==> src/rtl/branch_predictor.sv <==
// branch_predictor: gshare predictor with 2-bit saturating counters, speculative global
// history with mispredict recovery, and branch/mispredict statistics.
module branch_predictor #(
   parameter int IDX_WIDTH = 6,
   parameter int GHR_WIDTH = 6
) (
   input  logic                 clk,
   input  logic                 rst,
   input  logic                 pred_valid,
   input  logic                 pred_is_br,
   input  logic [31:0]          pred_pc,
   output logic                 pred_taken,
   output logic [IDX_WIDTH-1:0] pred_idx,
   output logic [GHR_WIDTH-1:0] pred_ghr,
   input  logic                 upd_valid,
   input  logic [IDX_WIDTH-1:0] upd_idx,
   input  logic [GHR_WIDTH-1:0] upd_ghr,
   input  logic                 upd_taken,
   input  logic                 upd_mispredict,
   output logic [31:0]          stat_branches,
   output logic [31:0]          stat_mispredicts
);
   localparam int DEPTH = 1 << IDX_WIDTH;
   logic [1:0] pht [DEPTH];
   logic [GHR_WIDTH-1:0] ghr;
   logic [1:0] ctr, ctr_next;
   logic unused_pc;
   assign unused_pc = ^{pred_pc[31:IDX_WIDTH+2], pred_pc[1:0]};
   assign pred_idx = pred_pc[IDX_WIDTH+1:2] ^ IDX_WIDTH'(ghr);
   assign pred_taken = pht[pred_idx][1];
   assign pred_ghr = ghr;
   always_comb begin
      ctr = pht[upd_idx];
      ctr_next = upd_taken ? (ctr == 2'b11 ? ctr : ctr + 2'd1) : (ctr == 2'b00 ? ctr : ctr - 2'd1);
   end
   // Casting {history, bit} down to GHR_WIDTH drops the oldest bit, which also covers GHR_WIDTH=1.
   always_ff @(posedge clk) begin
      if (rst) begin
         for (int i = 0; i < DEPTH; i++) pht[i] <= 2'b01;
         ghr <= '0;
         stat_branches <= '0;
         stat_mispredicts <= '0;
      end else begin
         if (upd_valid) begin
            pht[upd_idx] <= ctr_next;
            stat_branches <= stat_branches == '1 ? stat_branches : stat_branches + 32'd1;
            if (upd_mispredict)
               stat_mispredicts <= stat_mispredicts == '1 ? stat_mispredicts : stat_mispredicts + 32'd1;
         end
         if (upd_valid && upd_mispredict) ghr <= GHR_WIDTH'({upd_ghr, upd_taken});
         else if (pred_valid && pred_is_br) ghr <= GHR_WIDTH'({ghr, pred_taken});
      end
   end
endmodule
==> config.mk <==
export PLATFORM = sky130hd
export DESIGN_NAME = branch_predictor
export DESIGN_NICKNAME = d
export VERILOG_FILES = /design/src/rtl/branch_predictor.sv
export SDC_FILE = /design/constraint.sdc
export NUM_CORES = 1
export LEC_CHECK = 0
export CORE_ASPECT_RATIO = 1.4
export CORE_MARGIN = 2
export CORE_UTILIZATION = 51
export CTS_BUF_LIST = sky130_fd_sc_hd__clkbuf_4 sky130_fd_sc_hd__clkbuf_8 sky130_fd_sc_hd__clkbuf_16
export CTS_CLUSTER_SIZE = 14
export DETAILED_ROUTE_END_ITERATION = 10
export GPL_TIMING_DRIVEN = 0
export PLACE_DENSITY = 0.8
export SYNTH_ARGS = -nofsm -noshare
export SYNTH_HDL_FRONTEND = slang
export SYNTH_SLANG_ARGS = --single-unit
==> constraint.sdc <==
create_clock -name clk -period 3.7 [get_ports clk]
set_input_delay 0.74 -clock clk [delete_from_list [all_inputs] [get_ports clk]]
set_output_delay 0.74 -clock clk [all_outputs]
set_load 0.1 [all_outputs]
# Yosys cells after proc, flatten, opt, wreduce, memory -nomap -nowiden
# Memories as Yosys holds them, arrays and structs flattened.
# Cells that the tools add are included.
# word_totals
memories	1
register_bits	70
wordCells	34
ramBits	128
out_inout_bits	77
# op_classes
n_addsub	4
n_reduce_logical	7
n_mux	13
bitwise	3
n_eq_ne	3
# memory_table
memory	words	word_bits	rd	rd_clocked_by_memory_dff	wr	line	source
pht	64	2	2	0	64	24	logic [1:0] pht [DEPTH];
# ops
op	count
adder 32 x 1 -> 32 bit (second input constant)	2
equality test 32 bit (second input constant)	2
2-to-1 mux 6 bit	3
2-to-1 mux 2 bit	4
2-to-1 mux 1 bit	6
XOR 6 bit	1
AND reduction 3 bit	1
adder 2 x 1 -> 2 bit (second input constant)	1
equality test 2 bit (second input constant)	1
logical AND 1 bit	2
zero test 2 bit	1
NOT 1 bit	2
AND reduction 2 bit	1
nonzero test 2 bit	1
OR reduction 2 bit	1
subtractor 2 x 1 -> 2 bit (second input constant)	1

# Logic depth before layout (Yosys ltp)
# depth
ltp_word	5
mapped_depth	12

# Least setup slack after synthesis
# Ideal clock, no wire load.
# synth_path
path_kind	register to output
startpoint	reg ghr[3] (netlist: pred_ghr[3])
endpoint	out pred_taken
setup_slack_ns	-0.977
stages_incl_launch_ff	6
t_required_ns	2.960
arrival_time_ns	3.937
n_path_buf	0
cell_sequence	dfxtp_1 xor2_1 nand2b_1 a31oi_1 nor3_1 a32o_1
# synth_via
elab_chain_len	2
# synth_lines
element	line	source
start, declared	25	logic [GHR_WIDTH-1:0] ghr;
start signal, assigned	50	if (upd_valid && upd_mispredict) ghr <= GHR_WIDTH'({upd_ghr, upd_taken});
start signal, assigned	51	else if (pred_valid && pred_is_br) ghr <= GHR_WIDTH'({ghr, pred_taken});
XOR 6 bit	29	assign pred_idx = pred_pc[IDX_WIDTH+1:2] ^ IDX_WIDTH'(ghr);
net pred_idx[3]	13	output logic [IDX_WIDTH-1:0] pred_idx,
memory read (64 x 2 bit)	-	
end, declared	12	output logic pred_taken,
# The timed path passes the listed nets, and every way through them passes these cells.

# Worst setup path in the final report
# layout_path
startpoint	in pred_pc[4]
endpoint	out pred_taken
# layout_via
elab_chain_len	2
# layout_lines
element	line	source
start, declared	11	input logic [31:0] pred_pc,
XOR 6 bit	29	
memory read (64 x 2 bit)	-	
# No other way between the ends.

==> summary.txt <==
Run status
  • Status: finished, violations left
  • Failing checks: negative setup slack

Floorplan
  • Die ar.: ~21000 µm²
  • # rows: around 60
  • Core Region: ~20000 µm²
  • I/O pins: about 130
  • Initial Util: between 50% and 60%
  • Die height: 172.6 µm
  • Die width: ~120 µm

GRT
  • Met2 Use GR: 52.85%
  • Total track usage: 31.29%
  • Met3 Track Usage GR: around 6.6%
  • Global-route wire length before repair: roughly 52000 µm
  • Vias in the first global route: 8903
  • Initial antenna violation count: 0
  • Largest net degree at the start of global routing: 19
  • Grt total ovfl: 0
  • Gr busiest metal: met2
  • Met1 GRT Util: between 30% and 40%

Critical path
  • Critical path type: in -> out
  • Buf+Inv Stages, Crit Path: 4
  • Worst endpoint data arrival time: around 3.0 ns
  • Crit. path cell count: 10
  • Crit-path cells: clkdlybuf4s50_1 > xnor2_2 > inv_1 > nor2_4 > buf_12 > nand3_1 > nand4_1 > o211ai_1 > a32o_2 > buf_8
  • Worst reg2reg path depth: 9
  • RR Startpoint: pht[30][1]
  • Worst endpoint required time: 2.96 ns
  • Critical Path Max Stage Delay: ~0.44 ns
  • Peak fanout along the critical path: 8
  • R2R Path End: pht[1][0]
  • Kind of cell adding the most delay to the critical path: buffers and inverters
  • Flop2flop setup slack: between 0.6 and 0.7 ns
  • Worst setup SP type: input port
  • CP endpoint kind: output pin
  • CP max-delay cell: clkdlybuf4s50_1

Synth
  • Mux cell area share after synthesis: about 6%
  • Post-Synth Simple-Gate Area: 25.99%
  • Synthesized Nets: approximately 1100
  • Compound-Gate Fraction of Synth Area: ~8%
  • Register area share after synthesis: 50.65%
  • Synth cell types: between 60 and 70
  • XOR/XNOR Fraction of Synth Area: around 5.2%
  • Adder-cell share of the synthesized area: less than 1%
  • Syn avg cell area: between 9 and 10 µm²
  • Cell Area, Synth: 10360 µm²
  • Largest family of logic cells by synthesized area: simple AND/OR/NAND/NOR gates
  • Async SR Flop Fraction: 0%
  • Post-synth EDFFs: around 130
  • Synthesized instance count: around 1100
  • Yosys warnings: 0
  • FF+latch count, synth: slightly below 200
  • Main synth FF type: edfxtp_1

STA
  • Min cycle time layout: approximately 3.7 ns
  • Setup violators final: 1
  • RSZ-0062 raised after global routing: true
  • Actual slew at the worst max-slew pin: 1.165 ns
  • Final Hold Fails: 0
  • Rel. slew slack: roughly 22%
  • Final setup margin: -0.04171 ns
  • Hold_ws: between 0.5 and 0.6 ns
  • Final Max Tran Viols: 0
  • Max Freq: between 200 and 300 MHz
  • Part of the cycle the worst path needs: 101.1%
  • Worst Skew: between 0.01 and 0.015 ns

Finish
  • Most common cell after layout, fill and taps aside: nand2_1
  • Layout cell share with drive strength beyond 1: 12.20%
  • Layout Area Growth over Synthesis: 21.31%
  • Final nets: between 1000 and 1500
  • Most frequent cells in the layout: nand2_1, edfxtp_1, nor2_1
  • N_diodes: 0
  • Fill count: between 1500 and 2000
  • Non-filler instance count after layout: roughly 1500

Clocking
  • CTS tree: yes
  • Max Buffers Root-to-Sink: 2
  • H-tree depth: 4
  • CTS buffer count: 17
  • CTS Hold Buffers Added: 0
  • Root Buffer: clkbuf_16
  • CTS clock-pin slew for the worst setup and hold paths: about 0.070 ns
  • Worst skew pair latency: around 0.45 ns
  • CTS sink cnt: 198

Route
  • DRT iter0 DRCs: approximately 1300
  • DR vias: 9298
  • DRC Markers: 0
  • DRT Pass-1 Iters: 7
  • Vias per cell: 6.382
  • Detail Route Antenna Nets: 0
  • WL/cell: about 24 µm
  • WL final: 34440 µm

Placed design
  • Final HPWL DP: 24190 µm
  • Placed cells: between 1000 and 1500
  • Gpl congestion: around 1.1
  • Place WS: -1.744 ns
  • Port Buffer Count: 97

Run
  • Max_cap viols: 0

Min path
  • Hold Crit Depth: 2
  • Hold_sp: stat_branches[19]
  • Worst hold path type: reg -> reg
  • Worst Hold End: stat_branches[19]

Power
  • VDD IR max: between 200 and 250 µV
  • PwrDens: ~420 nW/µm²
  • Static leakage: 4.094 nW
==> how the worst max path moves through the flow <==
stage / slack [ns] / end / from
2_1_floorplan: 0.12 / pred_taken / pred_pc[3]
3_3_place_gp: -1.78 / pred_taken / pred_pc[2]
3_5_place_dp: -1.74 / pred_taken / pred_pc[2]
4_1_cts: -0.25 / pred_taken / pred_pc[3]
5_1_grt: -0.03 / pred_taken / pred_pc[4]
6_report: -0.04 / pred_taken / pred_pc[4]
==> cells in the mapped netlist, types with 8 or more instances <==
cell type / count / share of area [%]
nand2_1: 146 / 5.3
edfxtp_1: 128 / 37
nor2_1: 126 / 4.6
nand3_1: 98 / 4.7
dfxtp_1: 70 / 14
nor3_1: 58 / 2.8
clkbuf_1: 45 / 1.6
xnor2_1: 35 / 3.0
a21o_1: 30 / 2.2
buf_2: 27 / 1.3
xor2_1: 27 / 2.3
nand2b_1: 22 / 1.3
nand4_1: 18 / 1.1
or2_2: 18 / 1.1
mux2i_1: 17 / 1.6
mux4_2: 16 / 3.5
inv_1: 15 / 0.54
or3_1: 13 / 0.79
a221oi_1: 12 / 1.0
a21oi_1: 11 / 0.53
nor4_1: 11 / 0.66
o21ai_0: 11 / 0.53
mux2_2: 8 / 0.87
==> layer usage <==
metal / share of wire, % / wire length, µm / up-vias
met5: 0 / 0 / -
met4: 7.4 / 2557 / 0
met3: 11 / 3654 / 187
met2: 48 / 16600 / 657
met1: 34 / 11640 / 4371
li1: - / - / 4083
==> state kept, by name (all words and copies together) (netlist names) <==
signal,flops
pht,128
stat_branches,32
stat_mispredicts,32
pred_ghr,6
==> cell families after synthesis <==
| kind of cell | Yosys count |
|---|---|
| multiplexers | 41 |
| AND/OR/NAND/NOR | 555 |
| flip-flops | 198 |
| adder cells (fa/ha/maj) | 4 |
| buffers and inverters | 96 |
| AO/OA/AOI/OAI | 110 |
| XOR/XNOR | 62 |
==> stage by stage <==
| stage | TNS, ns | utilization (%) | power [W] | instance area (µm²) |
|---|---|---|---|---|
| 3_3_place_gp | -28.74 | 58.61 | 0.003273 | 11670 |
| 5_1_grt | -0.02696 | 63.07 | 0.005420 | 12560 |
| 6_report | -0.04171 | 63.07 | 0.005315 | 12560 |
| 3_5_place_dp | -30.60 | 58.61 | 0.003280 | 11670 |
| 4_1_cts | -0.2475 | 62.07 | 0.005200 | 12360 |
| 2_1_floorplan | 0 | - | 0.002988 | 10390 |
==> power breakdown <==
group,switching (W),internal (W)
combinational,0.000657,0.000274
sequential,0.0000325,0.00238
clock,0.000903,0.00107
==> worst register-to-register path: cells and delay by family (launching register included) <==
kind | cells | cell delay (ns)
AO/OA/AOI/OAI | 2 | 0.31
multiplexers | 2 | 0.82
adder cells (fa/ha/maj) | 1 | 0.15
buffers and inverters | 2 | 0.61
AND/OR/NAND/NOR | 2 | 0.39
flip-flops | 1 | 0.44
==> layout make-up <==
class	count	area, µm²	share of cell area (%)
inverter	17	68.82	0.5478
timing repair buffer	107	1101	8.764
clock buffer	19	475.5	3.784
tap	252	315.3	2.510
multi-input combinational	772	4828	38.43
sequential	198	5249	41.78
buffer	79	375.4	2.988
clock inverter	13	150.1	1.195
==> what timing repair did <==
action	CTS	global route
setup buffers	0	10
setup endpoints to repair	20	12
cloned	0	0
pin swaps	1	10
gates resized for setup	28	22
Note: power is estimated with default switching activity, not from simulation.
==> patch 1: new RTL, same flow settings <==
Register the output `pred_idx`, without a reset; this adds one clock of latency there. The other outputs are not delayed to match.
--- a/src/rtl/branch_predictor.sv
+++ b/src/rtl/branch_predictor.sv
@@ -21,13 +21,15 @@
    output logic [31:0]          stat_mispredicts
 );
    localparam int DEPTH = 1 << IDX_WIDTH;
+
+   logic [IDX_WIDTH-1:0] pred_idx_d;
    logic [1:0] pht [DEPTH];
    logic [GHR_WIDTH-1:0] ghr;
    logic [1:0] ctr, ctr_next;
    logic unused_pc;
    assign unused_pc = ^{pred_pc[31:IDX_WIDTH+2], pred_pc[1:0]};
-   assign pred_idx = pred_pc[IDX_WIDTH+1:2] ^ IDX_WIDTH'(ghr);
-   assign pred_taken = pht[pred_idx][1];
+   assign pred_idx_d = pred_pc[IDX_WIDTH+1:2] ^ IDX_WIDTH'(ghr);
+   assign pred_taken = pht[pred_idx_d][1];
    assign pred_ghr = ghr;
    always_comb begin
       ctr = pht[upd_idx];
@@ -51,4 +53,8 @@
          else if (pred_valid && pred_is_br) ghr <= GHR_WIDTH'({ghr, pred_taken});
       end
    end
+   always_ff @(posedge clk) begin
+      pred_idx <= pred_idx_d;
+   end
+
 endmodule
Behaviour: not the same (a bounded check fails within 4 cycles, from zero or initial values and one cycle with rst high).
==> patch 1 against the original RTL <==
The flow still finishes with violations (negative setup slack); routed wire length rose by 11%; register-to-register slack better by 0.31 ns; critical path depth up 4; worst setup slack improved by 0.019 ns; synthesized area increased by 5.7%; sequential cell count increased by 6; synthesized cell count is 3.9% higher; final area grew 6.3%; power grew 12%; critical path type is now in -> reg; largest power group unchanged; highest routed layer unchanged.
==> patch 1: results (changes against the original RTL) <==
{| class="wikitable"
! Metric !! Value
|-
| Wire length of the first global-routing pass || 56.12 mm (+8.8%)
|-
| Skew final || 0.02155 ns (+0.009852 ns)
|-
| Fraction of area in multi-input gates || 0.3825 (-0.001855)
|-
| Power consumed by the clock network || 0.00241 W (+22%)
|-
| ClkCell Share || 0.05853 (+0.008736)
|-
| Largest vdd supply drop || 0.3860 mV (+59%)
|-
| Largest driver fanout on the critical path || 10 (+2)
|-
| Final-layout clock buffer total || 28 (+9)
|-
| Final setup violation count || 2 (+1)
|-
| Total number of H-tree levels || 1 (-3)
|-
| Setup crit start || upd_idx[2]
|-
| Violated checks || negative setup slack
|-
| Main area contributors after synthesis || sky130_fd_sc_hd__edfxtp_1 (35%), sky130_fd_sc_hd__dfxtp_1 (14%), sky130_fd_sc_hd__nand2_1 (5.0%), sky130_fd_sc_hd__nand3_1 (4.3%), sky130_fd_sc_hd__nor2_1 (4.2%)
|-
| Via count of the first global-routing pass || 9,333 (+4.8%)
|-
| Net switching power || 0.001699 W (+6.7%)
|-
| Power density of the placed cells || 447.0 mW/mm^2 (+5.7%)
|-
| Proportion of synthesized chip area in sequential cells || 0.4903 (-0.01613)
|-
| Worst slew margin || 0.2431 (+0.02233)
|-
| Routability cong. || 1.053 (-1.8%)
|-
| Via density per instance || 6.275 (-1.7%)
|-
| Fin nets || 1,298 (+4.3%)
|-
| Worst setup slack after layout || -0.02252 ns (+0.01919 ns)
|-
| Number of non-clock buffers || 190 (+2.2%)
|-
| Reg2Reg Launch Point || pht[62][1]
|-
| CTS Buf Count || 22 (+5)
|-
| DP HPWL || 27.49 mm (+14%)
|-
| Fill cells || 1,730 (+8.3%)
|-
| Count of different cell masters after synthesis || 73 (+18%)
|-
| Post-placement setup slack || -1.519 ns (+0.2253 ns)
|-
| Share of post-route cells with drive strength above 1 || 0.1562 (+0.03423)
|-
| Setup TNS after final layout || -0.03399 ns (+0.007715 ns)
|-
| Net Count, Synth || 1,161 (+3.8%)
|-
| Run status || complete, but fails checks
|-
| Signed area change from the synthesized netlist to the final layout || 22.10%
|-
| Gr usage total || 0.3359 (+0.02292)
|-
| Share of final layout cell area taken by non-clock buffers || 0.1274 (+0.009846)
|-
| Initial detailed-routing violation count || 895 (-29%)
|-
| Buffer levels on the longest clock path || 3 (+1)
|-
| Combinational group share of total power || 0.178 (+0.003)
|-
| Post-DP Area || 0.01226 sq mm (+5.0%)
|-
| WP data arrival || 4.03 ns (+1.03 ns)
|-
| Sequential fraction of total cell area || 0.4016 (-0.01621)
|-
| Beginning of the worst hold path || stat_mispredicts[1]
|}
[patch 1: timing repair]
| item | 4_1_cts | 5_1_grt |
|---|---|---|
| pin swaps | 2 | 10 |
| setup buffers | 1 | 13 |
| hold buffers | 0 | 0 |
| cloned | 0 | 0 |
| resized for setup | 28 | 28 |
| setup endpoints to repair | 13 | 7 |
[patch 1: worst paths after layout]
path	depth (start not counted)	endpoint	slack (ns)
hold / removal	2	stat_mispredicts[1]	0.51
hold reg to reg	2	stat_mispredicts[1]	0.51
setup reg to reg	9	pht[50][0]	0.98
setup / recovery	14	pht[16][1]	-0.02
[patch 1: logic make-up (layout without fill, tap and decap cells)]
group           Yosys count  count (layout)  share of synthesized area
compound gates          134             134                    0.08908
xor+xnor                 55              55                    0.04471
fa+ha+maj                 4               4                   0.004345
buf+inv                  96             249                    0.05283
flops                   204             204                     0.4903
mux                      36              36                    0.04300
simple gates            579             579                     0.2757
[patch 1: worst max-delay path: stages]
cell and delay, ns:
sky130_fd_sc_hd__clkdlybuf4s50_1 0.64, sky130_fd_sc_hd__buf_6 0.23, sky130_fd_sc_hd__buf_4 0.22, sky130_fd_sc_hd__buf_2 0.33
sky130_fd_sc_hd__nand3_1 0.11, sky130_fd_sc_hd__o21ai_0 0.11, sky130_fd_sc_hd__nand2_1 0.08, sky130_fd_sc_hd__a31oi_1 0.38
sky130_fd_sc_hd__nor4_2 0.11, sky130_fd_sc_hd__buf_4 0.16, sky130_fd_sc_hd__maj3_2 0.30, sky130_fd_sc_hd__buf_6 0.17
sky130_fd_sc_hd__buf_8 0.16, sky130_fd_sc_hd__nor3_1 0.26
[patch 1: layer usage]
layer	global-route usage	vias to the layer above	part of all wire
li1	-	4280	-
met1	0.3695	4592	0.35
met2	0.5909	511	0.50
met3	0.06301	162	0.084
met4	0.2157	0	0.071
met5	0	-	0
==> patch 2: new RTL, config.mk and constraints unchanged <==
Without the edit above. Change the parameter `GHR_WIDTH` from 6 to 4.
--- a/src/rtl/branch_predictor.sv
+++ b/src/rtl/branch_predictor.sv
@@ -2,7 +2,7 @@
 // history with mispredict recovery, and branch/mispredict statistics.
 module branch_predictor #(
    parameter int IDX_WIDTH = 6,
-   parameter int GHR_WIDTH = 6
+   parameter int GHR_WIDTH = 4
 ) (
    input  logic                 clk,
    input  logic                 rst,
Ports: changed (resized pred_ghr and upd_ghr); port bits go from 128 to 124. No check against the original RTL was run, so the function may have changed too.
==> patch 2 against the original RTL <==
The flow finishes with violations (max-capacitance violations, max-slew violations); final area is 0.19% higher; sequential share of layout area is 0.38 points lower; worst setup slack better by 0.043 ns; worst hold slack better by 0.029 ns; sequential cell count is 2 lower; power is 1.4% lower; clock power is 3% lower; global-route usage is 1.1 points higher; synthesized cell count is 5.1% lower; synthesized area hardly changed; combinational power is 1% higher; routed wire length is 2.9% higher; maximum frequency is 1.2% higher.
==> patch 2: results (changes against the original RTL) <==
{| class="wikitable"
! Metric !! Value
|-
| Run status || complete, but fails checks
|-
| Terminus of the critical flop-to-flop path || pht[49][0]
|-
| Routed wire length || 35.45 mm (+2.9%)
|-
| Via density per instance || 6.464 (+1.3%)
|-
| # port buffers || 91 (-6.2%)
|-
| Most instantiated cells after synthesis || sky130_fd_sc_hd__edfxtp_1 (128), sky130_fd_sc_hd__nor2_1 (125), sky130_fd_sc_hd__nand2_1 (96)
|-
| Post-DP Area || 0.01162 sq mm (-0.43%)
|-
| Initial detailed-routing violation count || 1,268 (+1.2%)
|-
| Largest vdd supply drop || 0.3392 mV (+40%)
|-
| Internal Power || 0.003676 W (-1.3%)
|-
| Post-placement setup slack || -1.972 ns (-0.2280 ns)
|-
| Routability cong. || 1.019 (-5.0%)
|-
| Net Count, Synth || 1,063 (-5.0%)
|-
| Max-cap violation count || 1 (+1)
|-
| DP HPWL || 25.06 mm (+3.6%)
|-
| Cell total after placement || 1,356 (-4.2%)
|-
| Main area contributors after synthesis || sky130_fd_sc_hd__edfxtp_1 (37%), sky130_fd_sc_hd__dfxtp_1 (13%), sky130_fd_sc_hd__nor2_1 (4.5%), sky130_fd_sc_hd__nand3_1 (4.2%), sky130_fd_sc_hd__xor2_1 (3.8%)
|-
| Share of post-route cells with drive strength above 1 || 0.1453 (+0.02334)
|-
| Fin nets || 1,194 (-4.1%)
|-
| Timing endpoint of the critical path || pred_taken
|-
| Total leakage power || 4.344 nW (+6.1%)
|-
| Sum of internal, switching and leakage power || 0.005241 W (-1.4%)
|-
| Proportion of synthesized chip area in sequential cells || 0.5022 (-0.004291)
|-
| Slew at the pin closest to its max-slew limit || 1.501 ns (+0.3367 ns)
|-
| Largest driver fanout on the critical path || 7 (-1)
|-
| Mean post-synth cell area || 10.24 sq um (+5.4%)
|-
| Top delay family on crit path || simple AND/OR/NAND/NOR gates
|-
| Count of different cell masters after synthesis || 70 (+13%)
|-
| Post-cts resize count || 44 (+57%)
|-
| Largest net degree at the start of global routing || 20 (+1)
|-
| Final setup violation count || 0 (-1)
|-
| Layout Cells excl Fill || 1,408 (-3.4%)
|-
| Gr usage total || 0.3236 (+0.01065)
|-
| Hold Worst Slack || 0.5438 ns (+0.02944 ns)
|-
| Violated checks || max-capacitance violations, max-slew violations
|-
| WP data arrival || 2.96 ns (-0.04 ns)
|-
| Skew final || 0.01057 ns (-0.001129 ns)
|-
| Final max-slew violation count || 8 (+8)
|-
| Power consumed by the clock network || 0.00191 W (-3%)
|-
| Combinational power || 0.000940 W (+1%)
|-
| Beginning of the worst hold path || pred_ghr[2]
|-
| Upper clock frequency limit || 270.4 MHz (+1.2%)
|-
| Critical path's largest stage delay || 0.59 ns (+0.15 ns)
|-
| Via count of the first global-routing pass || 8,932 (+0.33%)
|-
| Wire length of the first global-routing pass || 52.61 mm (+2.0%)
|}
## patch 2: layout make-up
class                           count  area [sq um]
Timing Repair Buffer              112          1122
Multi-Input combinational cell    723          4798
Fill cell                        1634          7333
Sequential cell                   196          5211
Buffer                             80         470.5
Inverter                           13         62.56
Clock inverter                     13         131.4
Tap cell                          252         315.3
Clock buffer                       19         475.5
## patch 2: kinds of logic (layout without fill, tap and decap cells)
logic type / count (synthesis) / in the layout / share of synthesized area
and+or+nand+nor: 487 / 487 / 0.2308
xor gates and xnor gates: 64 / 64 / 0.05589
buffers and inverters: 93 / 237 / 0.04720
adders and majority gates: 4 / 4 / 0.004345
muxes: 55 / 55 / 0.07846
DFF: 196 / 196 / 0.5022
AOI/OAI and AO/OA: 113 / 113 / 0.08112
## patch 2: layer usage
metal / global-route usage / part of all wire / vias up
met2: 0.5453 / 0.48 / 604
met4: 0.1966 / 0.070 / 0
met3: 0.08354 / 0.11 / 169
li1: - / - / 3918
met1: 0.3677 / 0.34 / 4410
met5: 0 / 0 / -
